===== src/rtl/mult_pkg.sv =====
// Shared types for the sequential shift-add multiplier.
// Latency: n/a (type definitions only).
// Backpressure: n/a.
//
// Contents: mult_state_t, the three-state control encoding.
package mult_pkg;

    typedef enum logic [1:0] {
        IDLE = 2'd0,
        CALC = 2'd1,
        DONE = 2'd2
    } mult_state_t;

endpackage


===== src/rtl/seq_multiplier.sv =====
// Sequential shift-add N x N -> 2N multiplier, unsigned or two's complement per operation.
// Latency: result valid N cycles after the accept edge, independent of operand values.
// Backpressure: result held in DONE until out_ready; in_ready only in IDLE or DONE with out_ready.
//
// Ports:
//   clock, reset      rising-edge clock, synchronous active-high reset
//   start, in_ready   operand handshake (A, B, signed_mode sampled on accept)
//   A, B              multiplicand / multiplier, N bits
//   Q, out_valid      2N-bit product and its valid flag; Q held until next completion
//   out_ready         consumer accepts Q
//   busy              high while iterating (CALC)
module seq_multiplier
    import mult_pkg::*;
#(
    parameter int N = 4
) (
    input  logic           clock,
    input  logic           reset,
    input  logic           start,
    output logic           in_ready,
    input  logic           signed_mode,
    input  logic [N-1:0]   A,
    input  logic [N-1:0]   B,
    output logic [2*N-1:0] Q,
    output logic           out_valid,
    input  logic           out_ready,
    output logic           busy
);

    localparam int CNT_W = $clog2(N);

    mult_state_t      state;
    logic [CNT_W-1:0] count;
    logic [N-1:0]     mag_a;
    logic             neg;

    // Product register: the upper half is the running accumulator, the lower
    // half starts as the multiplier magnitude. Each step shifts one product bit
    // in from the top while the consumed multiplier bit falls off the bottom,
    // so P[0] is always the multiplier bit to apply this cycle.
    logic [2*N-1:0]   prod;

    logic             accept;
    logic [N-1:0]     abs_a;
    logic [N-1:0]     abs_b;
    logic [N:0]       sum;
    logic [2*N-1:0]   prod_next;
    logic [2*N-1:0]   result;

    assign in_ready = (state == IDLE) || ((state == DONE) && out_ready);
    assign accept   = start && in_ready;

    // Magnitudes fit in N unsigned bits even for the most negative operand.
    assign abs_a = (signed_mode && A[N-1]) ? (~A + 1'b1) : A;
    assign abs_b = (signed_mode && B[N-1]) ? (~B + 1'b1) : B;

    always_comb begin
        sum       = {1'b0, prod[2*N-1:N]} + (prod[0] ? {1'b0, mag_a} : '0);
        prod_next = {sum, prod[N-1:1]};
        result    = neg ? (~prod_next + 1'b1) : prod_next;
    end

    always_ff @(posedge clock) begin
        if (reset) begin
            state     <= IDLE;
            count     <= '0;
            prod      <= '0;
            mag_a     <= '0;
            neg       <= 1'b0;
            Q         <= '0;
            out_valid <= 1'b0;
            busy      <= 1'b0;
        end else begin
            unique case (state)
                IDLE, DONE: begin
                    if (state == DONE && out_ready)
                        out_valid <= 1'b0;
                    if (accept) begin
                        mag_a <= abs_a;
                        neg   <= signed_mode && (A[N-1] ^ B[N-1]);
                        prod  <= {{N{1'b0}}, abs_b};
                        count <= '0;
                        busy  <= 1'b1;
                        state <= CALC;
                    end else if (state == DONE && out_ready) begin
                        state <= IDLE;
                    end
                end
                CALC: begin
                    prod  <= prod_next;
                    count <= count + 1'b1;
                    if (count == CNT_W'(N - 1)) begin
                        Q         <= result;
                        out_valid <= 1'b1;
                        busy      <= 1'b0;
                        state     <= DONE;
                    end
                end
                default: begin
                    state     <= IDLE;
                    out_valid <= 1'b0;
                    busy      <= 1'b0;
                end
            endcase
        end
    end

endmodule


===== config.mk =====
export PLATFORM = sky130hd
export DESIGN_NAME = seq_multiplier
export DESIGN_NICKNAME = d
export VERILOG_FILES = /design/src/rtl/mult_pkg.sv /design/src/rtl/seq_multiplier.sv
export SDC_FILE = /design/constraint.sdc
export NUM_CORES = 1
export LEC_CHECK = 0
export BUFFER_PORTS_ARGS = -buffer_cell sky130_fd_sc_hd__buf_2
export CAP_MARGIN = 10
export CORE_ASPECT_RATIO = 1.1
export CORE_MARGIN = 2
export CORE_UTILIZATION = 59
export DETAILED_ROUTE_END_ITERATION = 10
export GPL_ROUTABILITY_DRIVEN = 0
export PLACE_DENSITY = 0.81
export SLEW_MARGIN = 5
export SYNTH_ARGS = -nofsm -noshare
export SYNTH_HDL_FRONTEND = slang
export SYNTH_SLANG_ARGS = --single-unit

===== constraint.sdc =====
create_clock -name clock -period 3.53 [get_ports clock]
set_input_delay 0.1765 -clock clock [delete_from_list [all_inputs] [get_ports clock]]
set_output_delay 0.1765 -clock clock [all_outputs]
set_load 0.05 [all_outputs]

-- Yosys cells after proc, flatten, opt, wreduce, memory -nomap -nowiden
Index checks and enable logic that the tools add are counted.
- $add $sub $neg: 5
- equality and inequality tests: 7
- muxes and demuxes: 18
- bitwise gates (word level): 4
- reduce and logical (&&, ||, !) cells: 15
- operators by type and width (kind ; count):
    $mux 8 ; 2
    $pmux 8 s2 ; 1
    $mux 4 ; 3
    $reduce_and 2->1 ; 6
    $add 4x1->4 const B ; 2
    $add 8x1->8 const B ; 1
    $mux 2 ; 4
    $not 4->4 ; 2
    $not 8->8 ; 1
    $pmux 2 s2 ; 2
    $ne 2x2->1 const B ; 3
    $add 4x4->5 ; 1
    $logic_and 1x1->1 ; 5
    $eq 2x2->1 const B ; 2
    $mux 1 ; 4
    $pmux 1 s2 ; 2
    $ne 3x3->1 const B ; 1
    $add 2x1->2 const B ; 1
    $eq 2x1->1 const B ; 1
    $logic_not 2->1 ; 1
    $reduce_bool 2->1 ; 1
    $reduce_or 2->1 ; 1
    $logic_or 1x1->1 ; 1
    $xor 1x1->1 ; 1
- flip-flop bits (word level): 27
- bits of input ports: 13
- output and inout bits: 11

-- Depth between registers and ports, before layout
Gate-level depths: netlist of run 1.
- depth after elaboration: 6
- gate-level depth with buffers: 8
- gate-level depth less buffers: 8

-- Worst setup path after synthesis of run 1
Ideal clock, no wire load.
- path kind: flip-flop to flip-flop
- start point: register prod[0]
- end point: register Q[7]
- library setup time: 74 ps
- arrival: 1882 ps
- setup slack: 1574 ps
- cell stages (with the launch flop): 9
- period minus slack after synthesis: 1956 ps
- cell sequence: dfxtp_1 -> and2_1 -> ha_1 -> fa_1 -> nor3_1 -> nand4_1 -> nor3_1 -> mux2i_1 -> a31oi_1
- word-level cells in the longest chain between the ends: 5
- RTL lines (what ; RTL line ; source):
    from (decl) ; seq_multiplier.sv:41 ; logic [2*N-1:0] prod;
    from (signal assigned) ; seq_multiplier.sv:81 ; prod <= {{N{1'b0}}, abs_b};
    from (signal assigned) ; seq_multiplier.sv:90 ; prod <= prod_next;
    $mux 4 * ; seq_multiplier.sv:58 ; sum = {1'b0, prod[2*N-1:N]} + (prod[0] ? {1'b0, mag_a} : '0);
    $add 4x4->5 * ; seq_multiplier.sv:58 ;
    $not 8->8 ; seq_multiplier.sv:60 ; result = neg ? (~prod_next + 1'b1) : prod_next;
    $add 8x1->8 ; seq_multiplier.sv:60 ;
    $mux 8 * ; seq_multiplier.sv:60 ;
    to (signal assigned) ; seq_multiplier.sv:93 ; Q <= result;
    to (decl) ; seq_multiplier.sv:24 ; output logic [2*N-1:0] Q,
Every way passes the cells marked *; elsewhere a longest branch is shown, timed or not.
A chain may end at the register's enable or synchronous reset.

-- Final worst setup path of run 1
- start point: register mag_a[0]
- end point: register Q[7]
- word-level cells in the longest chain between the ends: 5
- RTL lines (what ; RTL line ; source):
    from (decl) ; seq_multiplier.sv:34 ; logic [N-1:0] mag_a;
    from (signal assigned) ; seq_multiplier.sv:79 ; mag_a <= abs_a;
    $mux 4 * ; seq_multiplier.sv:58 ;
    $add 4x4->5 * ; seq_multiplier.sv:58 ;
    $not 8->8 ; seq_multiplier.sv:60 ;
    $add 8x1->8 ; seq_multiplier.sv:60 ;
    $mux 8 * ; seq_multiplier.sv:60 ;
Marked as above.

==> results of run 1 <==
-- area by class of cell --
class                           instances  area share, %
Timing Repair Buffer                   24           7.84
Clock inverter                          1          0.320
Sequential cell                        27           34.6
Inverter                                9           2.16
Clock buffer                            3           1.44
Tap cell                               30           2.40
Multi-Input combinational cell        133           51.3
-- worst paths after layout --
kind,to,cells after the start
worst max-delay path,Q[7]$_SDFFE_PP0P_,8
worst min-delay path,mag_a[0]$_SDFFE_PP0P_,3
worst max register to register,Q[7]$_SDFFE_PP0P_,8
worst min register to register,Q[5]$_SDFFE_PP0P_,2
-- logic make-up after synthesis --
| group | count (synthesis) |
|---|---|
| compound gates | 45 |
| xor+xnor | 9 |
| fa+ha+maj | 9 |
| buf+inv | 17 |
| flops | 27 |
| mux | 3 |
| simple gates | 67 |
-- routing by layer --
metal  track usage (%)  share of wire, %
met1              24.3                44
met2              39.8                51
met3              2.43               3.0
met4              10.4               2.0
met5                 0                 0
-- synth_stat cells (2+ instances only) --
library cell / number / area [um^2]
a211oi_1: 5 / 37.5
a21o_1: 2 / 15.0
a21oi_1: 21 / 105
a22oi_1: 3 / 22.5
a311oi_1: 2 / 17.5
a31oi_1: 5 / 31.3
and2_1: 4 / 25.0
buf_4: 2 / 15.0
clkbuf_1: 4 / 15.0
dfxtp_1: 27 / 541
ha_1: 8 / 100
inv_1: 9 / 33.8
mux2i_1: 2 / 20.0
nand2_1: 24 / 90.1
nand3_1: 6 / 30.0
nor2_1: 24 / 90.1
nor3_1: 3 / 15.0
o21ai_0: 2 / 10.0
o31ai_1: 3 / 22.5
xnor2_1: 5 / 43.8
xor2_1: 4 / 35.0
-- power groups by stage --
stage	logic, uW	clock network (uW)	registers, uW
final	87.4	134	326
after global routing	97.3	150	328
after floorplan	61.1	0	333
after detailed placement	86.8	0	333
after CTS	87.2	140	326
after global placement	83.5	0	332
-- flip-flops by register name, summed over array words and instances, names as in the netlist --
signal     count
Q              8
prod           8
mag_a          4
count          2
state          2
busy           1
neg            1
out_valid      1
-- critical path, stage by stage (launching register included) --
cell     delay [ns]
dfxtp_1        0.34
and2_1         0.15
ha_1           0.20
fa_1           0.49
nor3_1         0.32
nand4_1        0.17
nor3_1         0.15
mux2i_1        0.09
a31oi_1        0.17
-- per-stage QoR --
step	total power, uW	util (%)
2_1_floorplan	394	-
3_3_place_gp	416	68.2
3_5_place_dp	419	68.2
4_1_cts	553	69.4
5_1_grt	575	69.4
6_report	548	69.4
==> impl_metrics.csv, run 1 <==
group,metric,value,unit
layout,layout_commonest_cell,"dfxtp_1",
layout,multi_input_area,802,um^2
layout,regArea,541,um^2
worst_setup_path,start_kind,"flip-flop",
clock_tree,cts_buffer_depth,2,
clock_tree,cts_resized,0,
power_and_ir_drop,seqPwrFrac,59.5,%
floorplanning,fp.dieH,55.4,um
sta,setup_tns,0,ns
clock_tree,insertion_delay,0.34,ns
detailed_routing,vias,1287,
power_and_ir_drop,switching_share,28.9,%
layout,antennaDiodeCount,0,
detailed_routing,via_per_inst,5.67,
place,dp_hpwl,2120,um
sta,rsz0062_at_grt,"no",
run_status,status,"finished, final reports clean",
logic_synthesis,synthFlopType,"dfxtp_1",
detailed_routing,drt-initial-drc-count,27,
layout,num-nets-final,220,
sta,holdWs,0.0938,ns
logic_synthesis,synth_mux_area_share,2.21,%
detailed_routing,wl,2850,um
grt,antenna_found_initial,0,
clock_tree,cts.sinks,27,
place,pre_cts_ws,1.42,ns
detailed_routing,drcViolationCount,0,
sta,relSlewSlack,51.0,%
floorplanning,io_pins,24,
power_and_ir_drop,p_per_area,350,nW/um^2
worst_setup_path,critPathKind,"reg2reg",
logic_synthesis,synth_nets,199,
sta,fin_ws,1.40,ns
layout,final_cell_mix,"dfxtp_1, nor2_1, nand2_1, buf_2, a21oi_1",
floorplanning,core,2250,um^2
logic_synthesis,synthDistinctLibCells,33,
logic_synthesis,synth-simple-area-share,20.4,%
run,drv_cap,0,
floorplanning,fp.dieW,50.7,um
detailed_routing,detail_route.first_pass.iterations,4,
logic_synthesis,synthAdderAreaFrac,8.48,%
clock_tree,postCtsHoldBufs,0,
worst_setup_path,reg2reg_slack,1.40,ns
power_and_ir_drop,clock_power_share,24.6,%
logic_synthesis,synth-edff-count,0,
place,dpl_cell_area,1540,um^2
sta,finalClockSkew,0.00654,ns
grt,track_usage,21.7,%
grt,grt_pass1_vias,1183,
sta,setup_viol,0,
sta,finalCriticalPeriod,2.13,ns
layout,fin_area,1560,um^2
power_and_ir_drop,p_int,389,uW
sta,clock.fmax,469,MHz
place,portBuffers,23,
power_and_ir_drop,p_leak,0.000682,uW
worst_setup_path,worst_setup_path_end_kind,"flip-flop",
worst_hold_path,holdCritPathClass,"in2reg",
layout,fill_cells,204,
logic_synthesis,synth-seq-area-share,38.2,%
floorplanning,start_util,62.9,%
logic_synthesis,ys_async_sr_fraction,0,%
logic_synthesis,avgSynthCellArea,8.00,um^2
power_and_ir_drop,power_frac_comb,16.0,%
worst_setup_path,crit_arrival,2.41,ns
logic_synthesis,yosysWarnings,0,
floorplanning,die-area,2810,um^2
clock_tree,path_clk_slew,0.14,ns
logic_synthesis,syn-cell-area,1420,um^2
power_and_ir_drop,peakVddDrop,0.248,mV
clock_tree,numCtsBuffers,3,
sta,hold_violations,0,
power_and_ir_drop,p_sw,158,uW
grt,grt_overflow,0,
clock_tree,cts_tree,"yes",
layout,area_growth,10.4,%
logic_synthesis,syn-instance-count,177,
worst_setup_path,reg2reg_from,"mag_a[0]$_SDFFE_PP0P_",
logic_synthesis,synth-compound-area-share,20.0,%
floorplanning,rows,18,
grt,grt_max_degree,28,
clock_tree,clk_root_buffer_cell,"clkbuf_4",
logic_synthesis,synth_xor_area_share,5.57,%
place,dp_cells,223,
clock_tree,cts_htree_levels,1,
detailed_routing,wl_per_cell,12.5,um
clock_tree,cts_setup_buffers,0,
detailed_routing,antenna_left,0,
sta,max_slew.worst_pin.slew,0.733,ns
worst_setup_path,critical_path_required,3.80,ns
layout,final_layout_size_suffix_gt1_share,15.7,%
grt,grt_pass1_wl,4770,um
logic_synthesis,synth_top_family_by_area,"simple AND/OR/NAND/NOR gates",
layout,fin_cells,227,
sta,drv_slew,0,
worst_setup_path,critPathLaunch,"mag_a[0]$_SDFFE_PP0P_",
worst_setup_path,path_max_fanout,3,
worst_hold_path,hp-start,"A[0]",
sta,final.period_utilization,60.4,%
logic_synthesis,synth_seq_cells,27,
Note: power is estimated with default switching activity, not from simulation.
==> run 2: changes to the inputs <==
--- a/config.mk
+++ b/config.mk
@@ -9,10 +9,10 @@
 export CAP_MARGIN = 10
 export CORE_ASPECT_RATIO = 1.1
 export CORE_MARGIN = 2
-export CORE_UTILIZATION = 59
+export CORE_UTILIZATION = 55
 export DETAILED_ROUTE_END_ITERATION = 10
 export GPL_ROUTABILITY_DRIVEN = 0
-export PLACE_DENSITY = 0.81
+export PLACE_DENSITY = 0.76
 export SLEW_MARGIN = 5
 export SYNTH_ARGS = -nofsm -noshare
 export SYNTH_HDL_FRONTEND = slang
==> constraint.sdc (replaced) <==
create_clock -name clock -period 2.05 [get_ports clock]
set_input_delay 0.1025 -clock clock [delete_from_list [all_inputs] [get_ports clock]]
set_output_delay 0.1025 -clock clock [all_outputs]
set_load 0.05 [all_outputs]
==> run 2 against run 1 <==
  * The run now ends with hold timing left
  * Fmax rose by 9.8%
  * Non-clock buffer count up 3
  * Clock power increased by 85%
  * Critical path type unchanged
  * Highest routed layer unchanged
==> impl_metrics.csv, run 2 (same netlist as run 1, synthesis figures left out) <==
group,metric,value,unit
clock_tree,clk_root_buffer_cell,"clkbuf_4",
sta,clock.fmax,515,MHz
sta,final.period_utilization,94.7,%
clock_tree,cts_setup_buffers,0,
detailed_routing,vias,1313,
power_and_ir_drop,p_per_area,595,nW/um^2
layout,final_util,65.9,%
layout,layout_commonest_cell,"dfxtp_1",
worst_setup_path,max_stage_delay,0.37,ns
run,drv_cap,0,
layout,largest_registers,"Q x8, prod x8, mag_a x4",
layout,final_cell_mix,"dfxtp_1, nor2_1, nand2_1, buf_2, a21oi_1",
worst_setup_path,path_max_fanout,5,
worst_setup_path,critPathKind,"reg2reg",
floorplanning,core,2470,um^2
sta,max_slew.worst_pin.slew,0.522,ns
detailed_routing,drcViolationCount,0,
worst_hold_path,holdCritPathClass,"in2reg",
floorplanning,fp.dieH,57.2,um
power_and_ir_drop,peakVddDrop,0.438,mV
grt,grt_max_degree,28,
layout,fill_cells,228,
clock_tree,cts_htree_levels,1,
detailed_routing,drt-initial-drc-count,32,
worst_setup_path,start_kind,"flip-flop",
sta,relSlewSlack,65.1,%
worst_setup_path,worst_setup_path_end_kind,"flip-flop",
sta,rsz0062_at_grt,"no",
floorplanning,rows,19,
run_status,status,"complete, but fails checks",
sta,setup_tns,0,ns
clock_tree,cts_tree,"yes",
worst_setup_path,reg2reg_slack,0.11,ns
detailed_routing,wl,2970,um
detailed_routing,detail_route.first_pass.iterations,4,
layout,final_layout_size_suffix_gt1_share,20.0,%
worst_setup_path,critPathLaunch,"prod[0]$_SDFFE_PP0P_",
worst_setup_path,crit_path_cell_trace,"and2_1, ha_1, fa_2, a21o_1, a21oi_4, and3_1, mux2i_1, a31oi_1",
worst_setup_path,critical_path_required,2.33,ns
floorplanning,die-area,3000,um^2
grt,grt_pass1_vias,1186,
worst_setup_path,crit_arrival,2.22,ns
floorplanning,fp.dieW,52.4,um
power_and_ir_drop,p_leak,0.000698,uW
grt,grt_pass1_wl,4990,um
grt,antenna_found_initial,0,
run_status,violations,"hold timing",
place,dp_hpwl,2220,um
worst_setup_path,r2r-end,"Q[7]$_SDFFE_PP0P_",
floorplanning,start_util,57.3,%
sta,drv_slew,0,
worst_setup_path,reg2reg_from,"prod[0]$_SDFFE_PP0P_",
worst_hold_path,hold_end,"mag_a[0]$_SDFFE_PP0P_",
layout,area_growth,15.0,%
worst_hold_path,hp-start,"A[0]",
sta,setup_viol,0,
clock_tree,cts_buffer_depth,2,
worst_setup_path,slowest_stage,"fa_2",
clock_tree,cts.sinks,27,
detailed_routing,wl_per_cell,12.9,um
grt,grt_overflow,0,
sta,holdWs,-0.00112,ns
clock_tree,path_clk_slew,0.16,ns
detailed_routing,via_per_inst,5.68,
layout,antennaDiodeCount,0,
worst_setup_path,reg2regPathDepth,8,
layout,num-nets-final,223,
grt,track_usage,22.0,%
sta,finalCriticalPeriod,1.94,ns
worst_hold_path,min_delay_path_depth,3,
sta,finalClockSkew,0.0120,ns
floorplanning,io_pins,24,
detailed_routing,antenna_left,0,
clock_tree,insertion_delay,0.35,ns
clock_tree,numCtsBuffers,3,
sta,hold_violations,1,
place,portBuffers,23,
-- run 2: routing by layer --
layer,part of all wire [%],track usage [%],up-vias,wire length [um]
li1,-,-,664,-
met4,1.5,9.52,0,44
met1,45,27.1,613,1330
met2,51,38.2,31,1500
met3,3.1,2.36,5,92
met5,0,0,-,0
-- run 2: power breakdown --
group / internal [uW] / switching (uW)
registers: 544 / 19.8
logic: 59.2 / 98.6
clock network: 75.1 / 173
-- run 2: how the worst max path moves through the flow --
stage / endpoint / slack, ns / depth (start not counted)
after floorplan: Q[7]$_SDFFE_PP0P_ / 0.09 / 8
after global placement: Q[7]$_SDFFE_PP0P_ / 0.05 / 8
after detailed placement: Q[7]$_SDFFE_PP0P_ / -0.006 / 8
after CTS: Q[7]$_SDFFE_PP0P_ / 0.03 / 8
after global routing: Q[6]$_SDFFE_PP0P_ / 0.008 / 7
final: Q[7]$_SDFFE_PP0P_ / 0.11 / 8
-- run 2: repair_timing --
item	CTS	global route
hold buffers	0	0
endpoints found under the setup margin	2	3
pin swaps	0	3
resized for setup	3	5
-- run 2: final cells by class --
cell class / count / area (um^2) / area share (%)
inverter: 9 / 33.8 / 2.07
tap: 31 / 38.8 / 2.38
timing repair buffer: 27 / 145 / 8.91
clock inverter: 1 / 7.51 / 0.461
sequential: 27 / 542 / 33.3
multi-input combinational: 133 / 840 / 51.5
clock buffer: 3 / 22.5 / 1.38
-- run 2: per-stage QoR --
step	cell area (um^2)	setup WS (ns)	power, uW	std cells
after floorplan	1420	0.0936	679	177
after global placement	1560	0.0462	721	227
after detailed placement	1560	-0.00559	727	227
after CTS	1610	0.0312	966	231
after global routing	1630	0.00766	1010	231
final	1630	0.108	970	231
-- run 2: critical path: cells and delay by family (launching register included) --
kind,cells,cell delay (ns)
adders and majority gates,2,0.57
AOI/OAI and AO/OA,3,0.53
DFF,1,0.36
and+or+nand+nor,2,0.33
muxes,1,0.07
